### src/rtl/snn_img_sequencer.sv
// snn_img_sequencer: streams N_IMG images of T_STEPS spike vectors from a sync-read
// RAM into the SNN core. It counts output spikes per neuron, picks the winning
// neuron by argmax, and holds the result on the board LEDs for HOLD_CYC cycles.
//
// Handshake: a beat is a single-cycle valid_board pulse. ips is valid in that cycle
// and is held until the next beat. The core acknowledges each timestep with a
// single-cycle TU_incre pulse, and each acknowledgement releases the next beat.
// ram_data is trusted only one cycle after ram_addr moves. An acknowledgement that
// arrives before that point is kept as pending and served on the next ready cycle.
module snn_img_sequencer #(
    parameter int M        = 256,
    parameter int N        = 8,
    parameter int T_STEPS  = 500,
    parameter int N_IMG    = 2,
    parameter int HOLD_CYC = 50000,
    parameter int CNT_W    = 8,
    parameter int ADDR_W   = 16,
    localparam int WW = (N > 1) ? $clog2(N) : 1,
    localparam int IW = (N_IMG > 1) ? $clog2(N_IMG) : 1
) (
    input  logic              clk,
    input  logic              rst_n,
    input  logic              enable,
    output logic [ADDR_W-1:0] ram_addr,
    input  logic [M-1:0]      ram_data,
    output logic [M-1:0]      ips,
    output logic              valid_board,
    output logic              nxt_img,
    input  logic [N-1:0]      ops,
    input  logic              TU_incre,
    output logic [WW-1:0]     winner,
    output logic              winner_valid,
    output logic [IW-1:0]     img_idx,
    output logic              led_hold,
    output logic              led_done
);

    localparam int TW = $clog2(T_STEPS + 1);
    localparam int HW = $clog2(HOLD_CYC + 1);
    localparam logic [CNT_W-1:0] CNT_MAX = '1;

    typedef enum logic [2:0] {IDLE, FEED, SCAN, HOLD, DONE} state_t;

    state_t           state;
    logic             data_rdy;
    logic             pending;
    logic [TW-1:0]    beat_cnt;
    logic [TW-1:0]    tu_cnt;
    logic [HW-1:0]    hold_cnt;
    logic [WW-1:0]    scan_idx;
    logic [WW-1:0]    best_idx;
    logic [CNT_W-1:0] best_val;
    logic [CNT_W-1:0] cnt [N];

    logic beat_ok;
    logic pend_set;
    logic cand_gt;

    // Beat issue, pending capture and argmax compare decisions for this cycle
    always_comb begin
        beat_ok  = 1'b0;
        pend_set = 1'b0;
        cand_gt  = 1'b0;
        if (state == FEED && beat_cnt < TW'(T_STEPS)) begin
            beat_ok  = data_rdy && (beat_cnt == '0 || pending || TU_incre);
            pend_set = !data_rdy && TU_incre && beat_cnt != '0;
        end
        cand_gt = cnt[scan_idx] > best_val;
    end

    // Sequencer FSM with registered outputs, spike counters and argmax
    always_ff @(posedge clk or negedge rst_n) begin
        if (!rst_n) begin
            state        <= IDLE;
            ram_addr     <= '0;
            ips          <= '0;
            valid_board  <= 1'b0;
            nxt_img      <= 1'b0;
            winner       <= '0;
            winner_valid <= 1'b0;
            img_idx      <= '0;
            led_hold     <= 1'b0;
            led_done     <= 1'b0;
            data_rdy     <= 1'b0;
            pending      <= 1'b0;
            beat_cnt     <= '0;
            tu_cnt       <= '0;
            hold_cnt     <= '0;
            scan_idx     <= '0;
            best_idx     <= '0;
            best_val     <= '0;
            for (int i = 0; i < N; i++) cnt[i] <= '0;
        end else begin
            valid_board <= 1'b0;
            nxt_img     <= 1'b0;
            data_rdy    <= 1'b1;
            if (!enable && state != IDLE) begin
                // Run switch off: abandon the run and return everything to its start values
                state        <= IDLE;
                ram_addr     <= '0;
                data_rdy     <= (ram_addr == '0);
                ips          <= '0;
                winner       <= '0;
                winner_valid <= 1'b0;
                img_idx      <= '0;
                led_hold     <= 1'b0;
                led_done     <= 1'b0;
                pending      <= 1'b0;
                beat_cnt     <= '0;
                tu_cnt       <= '0;
                hold_cnt     <= '0;
                for (int i = 0; i < N; i++) cnt[i] <= '0;
            end else begin
                case (state)
                    IDLE: begin
                        if (enable) state <= FEED;
                    end
                    FEED: begin
                        if (beat_ok) begin
                            valid_board <= 1'b1;
                            ips         <= ram_data;
                            ram_addr    <= ram_addr + ADDR_W'(1);
                            data_rdy    <= 1'b0;
                            beat_cnt    <= beat_cnt + TW'(1);
                            pending     <= 1'b0;
                            if (beat_cnt == '0) begin
                                nxt_img      <= (img_idx != '0);
                                winner_valid <= 1'b0;
                            end
                        end else if (pend_set) begin
                            pending <= 1'b1;
                        end
                        if (TU_incre && tu_cnt < TW'(T_STEPS)) begin
                            tu_cnt <= tu_cnt + TW'(1);
                            for (int i = 0; i < N; i++) begin
                                if (ops[i] && cnt[i] != CNT_MAX) cnt[i] <= cnt[i] + CNT_W'(1);
                            end
                        end
                        if (tu_cnt == TW'(T_STEPS)) begin
                            state    <= SCAN;
                            scan_idx <= '0;
                            best_idx <= '0;
                            best_val <= '0;
                        end
                    end
                    SCAN: begin
                        if (cand_gt) begin
                            best_idx <= scan_idx;
                            best_val <= cnt[scan_idx];
                        end
                        if (scan_idx == WW'(N - 1)) begin
                            winner       <= cand_gt ? scan_idx : best_idx;
                            winner_valid <= 1'b1;
                            led_hold     <= 1'b1;
                            hold_cnt     <= '0;
                            state        <= HOLD;
                        end else begin
                            scan_idx <= scan_idx + WW'(1);
                        end
                    end
                    HOLD: begin
                        if (hold_cnt == HW'(HOLD_CYC - 1)) begin
                            led_hold <= 1'b0;
                            if (img_idx == IW'(N_IMG - 1)) begin
                                led_done <= 1'b1;
                                state    <= DONE;
                            end else begin
                                img_idx  <= img_idx + IW'(1);
                                beat_cnt <= '0;
                                tu_cnt   <= '0;
                                pending  <= 1'b0;
                                for (int i = 0; i < N; i++) cnt[i] <= '0;
                                state    <= FEED;
                            end
                        end else begin
                            hold_cnt <= hold_cnt + HW'(1);
                        end
                    end
                    DONE: begin
                        state <= DONE;
                    end
                    default: state <= IDLE;
                endcase
            end
        end
    end

endmodule

### config.mk
export PLATFORM = sky130hd
export DESIGN_NAME = snn_img_sequencer
export DESIGN_NICKNAME = d
export VERILOG_FILES = /design/src/rtl/snn_img_sequencer.sv
export SDC_FILE = /design/constraint.sdc
export NUM_CORES = 1
export LEC_CHECK = 0
export CAP_MARGIN = 15
export CORE_ASPECT_RATIO = 0.9
export CORE_MARGIN = 2
export CORE_UTILIZATION = 25
export CTS_BUF_LIST = sky130_fd_sc_hd__clkbuf_16
export CTS_CLUSTER_SIZE = 20
export DETAILED_ROUTE_END_ITERATION = 8
export GPL_TIMING_DRIVEN = 0
export REMOVE_ABC_BUFFERS = 1
export SYNTH_ARGS = -nofsm -noshare
export SYNTH_HDL_FRONTEND = slang
export SYNTH_SLANG_ARGS = --single-unit
### constraint.sdc
create_clock -name clk -period 3.9 [get_ports clk]
set_input_delay 0.39 -clock clk [delete_from_list [all_inputs] [get_ports clk]]
set_output_delay 0.39 -clock clk [all_outputs]
set_load 0.1 [all_outputs]
======== Word level (Yosys, flattened, before mapping) ========
Index checks and enable logic that the tools add are counted.
word-level totals
  register bits after elaboration ......... 398
  input port bits ......................... 268
  output and inout bits ................... 281
  word-level logic and storage cells ...... 224
operators by class
  $add $sub $neg .......................... 14
  order comparisons ....................... 4
  equality and inequality tests ........... 36
  muxes and demuxes ....................... 86
  bitwise gates (word level) .............. 2
  reductions and logical operators ........ 56
operators with widths
  operator                 number
  $mux W256                3
  $mux W64                 4
  $pmux W64 S2             1
  $mux W16                 6
  $mux W8                  12
  $add A8 B1 Y8 const B    8
  $ne A8 B8 Y1 const B     8
  $mux W9                  6
  $reduce_and A5 Y1        8
  $mux W3                  12
  $pmux W9 S2              2
  $ne A3 B1 Y1 const B     11
  $add A16 B1 Y16 const B  2
  $pmux W16 S2             1
  $mux W1                  31
  $reduce_and A4 Y1        7
  $bmux W8 S3              1
  $add A9 B1 Y9 const B    2
  $lt A9 B9 Y1 const B     2
  $eq A16 B16 Y1 const B   1
  $logic_not A16 Y1        1
  $pmux W8 S2              1
  $reduce_bool A2 Y1       8
  $ne A3 B3 Y1 const B     5
  26 further kinds         55

======== Longest topological paths before layout ========
Gate-level depths: netlist of the first run.
  depth after elaboration ................. 9
  depth in mapped cells ................... 12
  gate-level depth less buffers ........... 9

======== Worst setup path before layout of the first run ========
No wires, ideal clock.
  kind .................................... register -> register
  start point ............................. register scan_idx[1]
  end point ............................... register best_idx[0]
  library setup time ...................... 122 ps
  arrival time ............................ 3082 ps
  data required time ...................... 3778 ps
  setup slack ............................. 697 ps
  stages on the path, launching flop included .. 12
  clock period less this slack ............ 3203 ps
  cell sequence ........................... dfrtp_1 clkbuf_1 buf_1 mux4_2 mux2_2 ha_1 nand4_1 nand2b_1 o22ai_1 o21ai_0 buf_2 a32o_1
on the way
  longest elaborated chain between the ends .. 7
ends and longest elaborated chain
  what                                         line  RTL
  start, declared                              50    logic [WW-1:0] scan_idx;
  start signal, assigned                       158   scan_idx <= scan_idx + WW'(1);
  $not A3 Y4 (not written as such)             68    cand_gt = cnt[scan_idx] > best_val;
  $bmux W8 S3                                  68
  $mux W8 (not written as such) (2 in series)  68
  $gt A8 B8 Y1                                 68
  $mux W3                                      -
  $pmux W3 S2                                  -
  end signal, assigned                         148   best_idx <= scan_idx;
  end, declared                                51    logic [WW-1:0] best_idx;
Every way passes these cells. The select of a mux whose other input is x is not followed.
A chain may end at the register's enable or synchronous reset.

======== Final worst setup path of the first run ========
  start point ............................. register scan_idx[0]
  end point ............................... register best_val[7]
on the way
  longest elaborated chain between the ends .. 7
ends and longest elaborated chain
  what                                             line     RTL
  $not A3 Y4 (not written as such) (*)             68, 149
  $bmux W8 S3 (*)                                  68, 149
  $mux W8 (not written as such) (*) (2 in series)  68, 149
  $gt A8 B8 Y1                                     68
  $ne A2 B2 Y1 (no source line)                    -
  $reduce_and A4 Y1 (no source line)               -
  end signal, assigned                             149      best_val <= cnt[scan_idx];
  end, declared                                    52       logic [CNT_W-1:0] best_val;
Mark *: on every way between the ends. The rest lies on a longest branch, timed or not. The select of a mux whose other input is x is not followed.

==> results of run 1 <==
layout make-up:
cell class	instances	area (um2)	area share
antenna	12	30.0	0.00115
clock buffer	49	1230	0.0471
clock inverter	36	387	0.0148
timing repair buffer	586	6260	0.240
sequential	398	9960	0.382
multi-input combinational	903	6850	0.263
tap	930	1160	0.0447
inverter	44	165	0.00634
cells in the mapped netlist (all sizes together) (5+ instances only):
cell     count
and2         6
buf         75
nand3       39
inv         44
a21oi       58
o22a        14
and3        34
o2bb2ai      5
clkbuf      22
nand2       62
o2111ai      5
a32o        14
ha          25
nor2b        5
mux2i       17
dfrtp      398
nor3        23
o21ai       78
o21ba       28
o31ai        8
mux4        16
a31oi        9
or4          8
or3         13
nor2        53
xnor2       10
mux2        13
o21a         5
nand4       23
nor4b        5
nor4        12
a22o       264
nand2b       6
or2          5
metrics by stage:
stage	area (um2)	hold WS, ns	setup slack (ns)
2_1_floorplan	17000	0.0944	-3.10
3_3_place_gp	23600	0.473	-16.04
3_5_place_dp	24400	0.265	-0.810
4_1_cts	26000	0.213	0.0115
5_1_grt	26000	0.247	0.0590
6_report	26100	0.254	0.279
state kept, by name, indices dropped and copies added, names as in the netlist, 3 cells and up:
signal	count
beat_cnt	9
best_idx	3
best_val	8
cnt	64
hold_cnt	16
ips	256
ram_addr	16
scan_idx	3
state	3
tu_cnt	9
winner	3
kinds of logic (layout without fill, tap and decap cells):
| group | Yosys count | after routing | share of synthesized area |
|---|---|---|---|
| flip-flops | 398 | 398 | 0.571 |
| other | 0 | 12 | 0 |
| buffers and inverters | 141 | 715 | 0.0383 |
| adder cells (fa/ha/maj) | 25 | 25 | 0.0179 |
| AO/OA/AOI/OAI | 518 | 518 | 0.232 |
| AND/OR/NAND/NOR | 304 | 304 | 0.0973 |
| multiplexers | 46 | 46 | 0.0388 |
| XOR/XNOR | 10 | 10 | 0.00502 |
timing repair:
action,4_1_cts,5_1_grt
resized for setup,2,4
endpoints found under the hold margin,33,0
setup endpoints to repair,14,39
hold buffers,1,0
per-layer routing:
metal	up-vias	GRT usage	wire [um]
met5	-	0	27
met4	4	0.0482	1340
met3	105	0.0614	5490
met2	480	0.301	32900
met1	7494	0.224	26700
li1	6606	-	-
worst paths after layout:
path                              startpoint            to  slack [ns]  cells after the start
worst max-delay path             scan_idx[0]   best_val[7]        0.28                      9
worst min-delay path                   rst_n  hold_cnt[11]        0.25                      2
worst min register to register   best_idx[0]   best_idx[0]        0.49                      1
max in group asynchronous              rst_n      ips[196]        2.43                      4
min in group clk                ram_data[10]       ips[10]        0.41                      2
worst max register to register   scan_idx[0]   best_val[7]        0.28                      9
==> impl.org, run 1 <==
** STA
- On the final layout, the worst clock skew is 0.0223 ns.
- Setup Total Neg Slack :: 0 ns
- The routed design could run at a clock period as short as 3.62 ns.
- The number of pins exceeding their max-slew limit in the final report came to 0.
- Measured against its own limit, the worst slew margin works out to 0.200.
- Final hold violations :: 0
- Setup-failing EPs final :: 0
- Slew at the pin closest to its max-slew limit :: 1.20 ns
- Setup repair after global routing left no endpoint under its margin.
- Maximum achievable frequency :: 276 MHz
- Dividing the final minimum period by the clock period gives 0.928.

** Finish
- At the end of the flow, the number of nets in the layout was 2274.
- Compared with the post-synthesis result, the final layout area differs by 49.2%.
- In the final layout, the share of cells above drive strength 1 is 0.0977.
- The filler cells instantiated in the layout total 6754.
- Non-filler instance count after layout :: 2958
- Most used cells in the layout excluding fill and tap cells :: clkdlybuf4s50_1 (547), dfrtp_1 (396), a22o_1 (264), o21ai_0 (75), nand2_1 (61)
- Final core utilization :: 0.379
- Commonest non-fill, non-tap cell in the layout :: clkdlybuf4s50_1

** Synth
- Of all cell types, the one taking the most synthesized area is dfrtp_1.
- Synthesis Warnings :: 0
- In this run the mean area of a mapped cell was 12.1 um2.
- Count of distinct cell types in the synthesized netlist :: 77
- Yosys attributes the largest share of cell area to dfrtp_1 (57%), a22o_1 (13%), o21ai_0 (2.2%).
- For this run, the leading register cell type out of synthesis is dfrtp_1.
- For this run, the register share of the synthesized area comes to 0.571.
- After synthesis, the share of flip-flops with an asynchronous set or reset is 1.00.
- Post-Synthesis Cell Area :: 17500 um2
- Number of synthesized flops with an enable pin :: 0
- Synthesis produced a netlist whose cell count is 1442.
- Synthesis-stage register bit count :: 398
- The share of synthesized area in the top cell type comes to 0.571.

** Clock tree
- The longest clock path from root to sink contains 3 buffers.
- TritonCTS clock tree :: yes
- At the later pin of the worst-skew pair, clock insertion delay measures 0.58 ns.
- Clock tree synthesis inserted a total of 48 buffers.
- Root buffer cell :: clkbuf_16
- The number of setup buffers added after CTS is 0.
- Clock-pin slew was measured on the worst setup and hold paths at 0.06 ns.
- Number of levels the H-tree was split into :: 2
- CTS saw 398 sinks.

** Global route
- Global-route wire length before repair :: 99400 um
- Entering global routing, the biggest net connects 120 pins.
- Total routing usage reported by global routing :: 0.181
- Summed over all layers, the global routing overflow is 0.
- The number of antenna violations at the first check in global routing is 21.
- Via count of the first global-routing pass :: 15.3k

** Floorplan
- In this run the core area contains 91 standard-cell rows.
- For this configuration, the core starts out at a cell density of 0.254.
- Core Region :: 68800 um2
- Measured along the y axis, the die boundary spans 255 um.
- Die ar. :: 72000 um2
- Horizontal die dimension :: 283 um
- Number of top-level pins :: 549

** Worst setup path
- Walking the worst path, the cells encountered are mux4_2 -> o21ai_0 -> ha_1 -> nand4_1 -> nor2_1 -> o22ai_2 -> o21ai_1 -> buf_2 -> a32o_1.
- Among cell families on the critical path, the largest total delay comes from compound AO/OA/AOI/OAI gates.
- At the worst endpoint, the arrival time is 4.07 ns.
- The critical path in this run is classified as flop to flop.
- Critical path's largest stage delay :: 0.66 ns
- Data on the critical path is required at its endpoint by 4.35 ns.
- The worst setup path is captured at a flop.
- Critical-path cell with the highest stage delay :: dfrtp_4
- The worst setup path is launched from a flop.
- Along the worst path, the maximum fanout reaches 21.
- The number of buffers and inverters on the critical path is 1.

** Route
- Detailed-route vias per instance :: 4.97
- Vias after detailed routing :: 14.7k
- In the final routed layout, each cell accounts on average for 22.4 um.
- The routed design has 66400 um of wire.
- In this run the remaining antenna-violating nets after routing total 0.
- Before antenna repair, the detailed router went through 5 iterations.
- DRC marker count from the first detailed-route iteration :: 993
- DR DRC count :: 0

** Place
- Count of buffers inserted at the top-level ports :: 548
- Once placement completed, the tool counted placed cells totaling 2860.
- Post-detail-place hpwl :: 49300 um
- Routability Congestion :: 0.867

** Job
- The tool flagged a number of max-cap violations equal to 0.

** Status
- The run finished with clean final reports.

** Hold path
- Tightest Hold Check Type :: primary input to asynchronous set/reset pin
Power of run 1 is left out: the tool's default activity adds up to more than one toggle a clock period on the data nets, which glitch-free logic cannot reach.
==> run 2: changes to the inputs <==
CTS_CLUSTER_SIZE = unset   (was 20)
==> results of run 2 <==
The final DEF is identical to that of run 1; final timing and power are the same.
Power of run 2 is left out for the same reason.
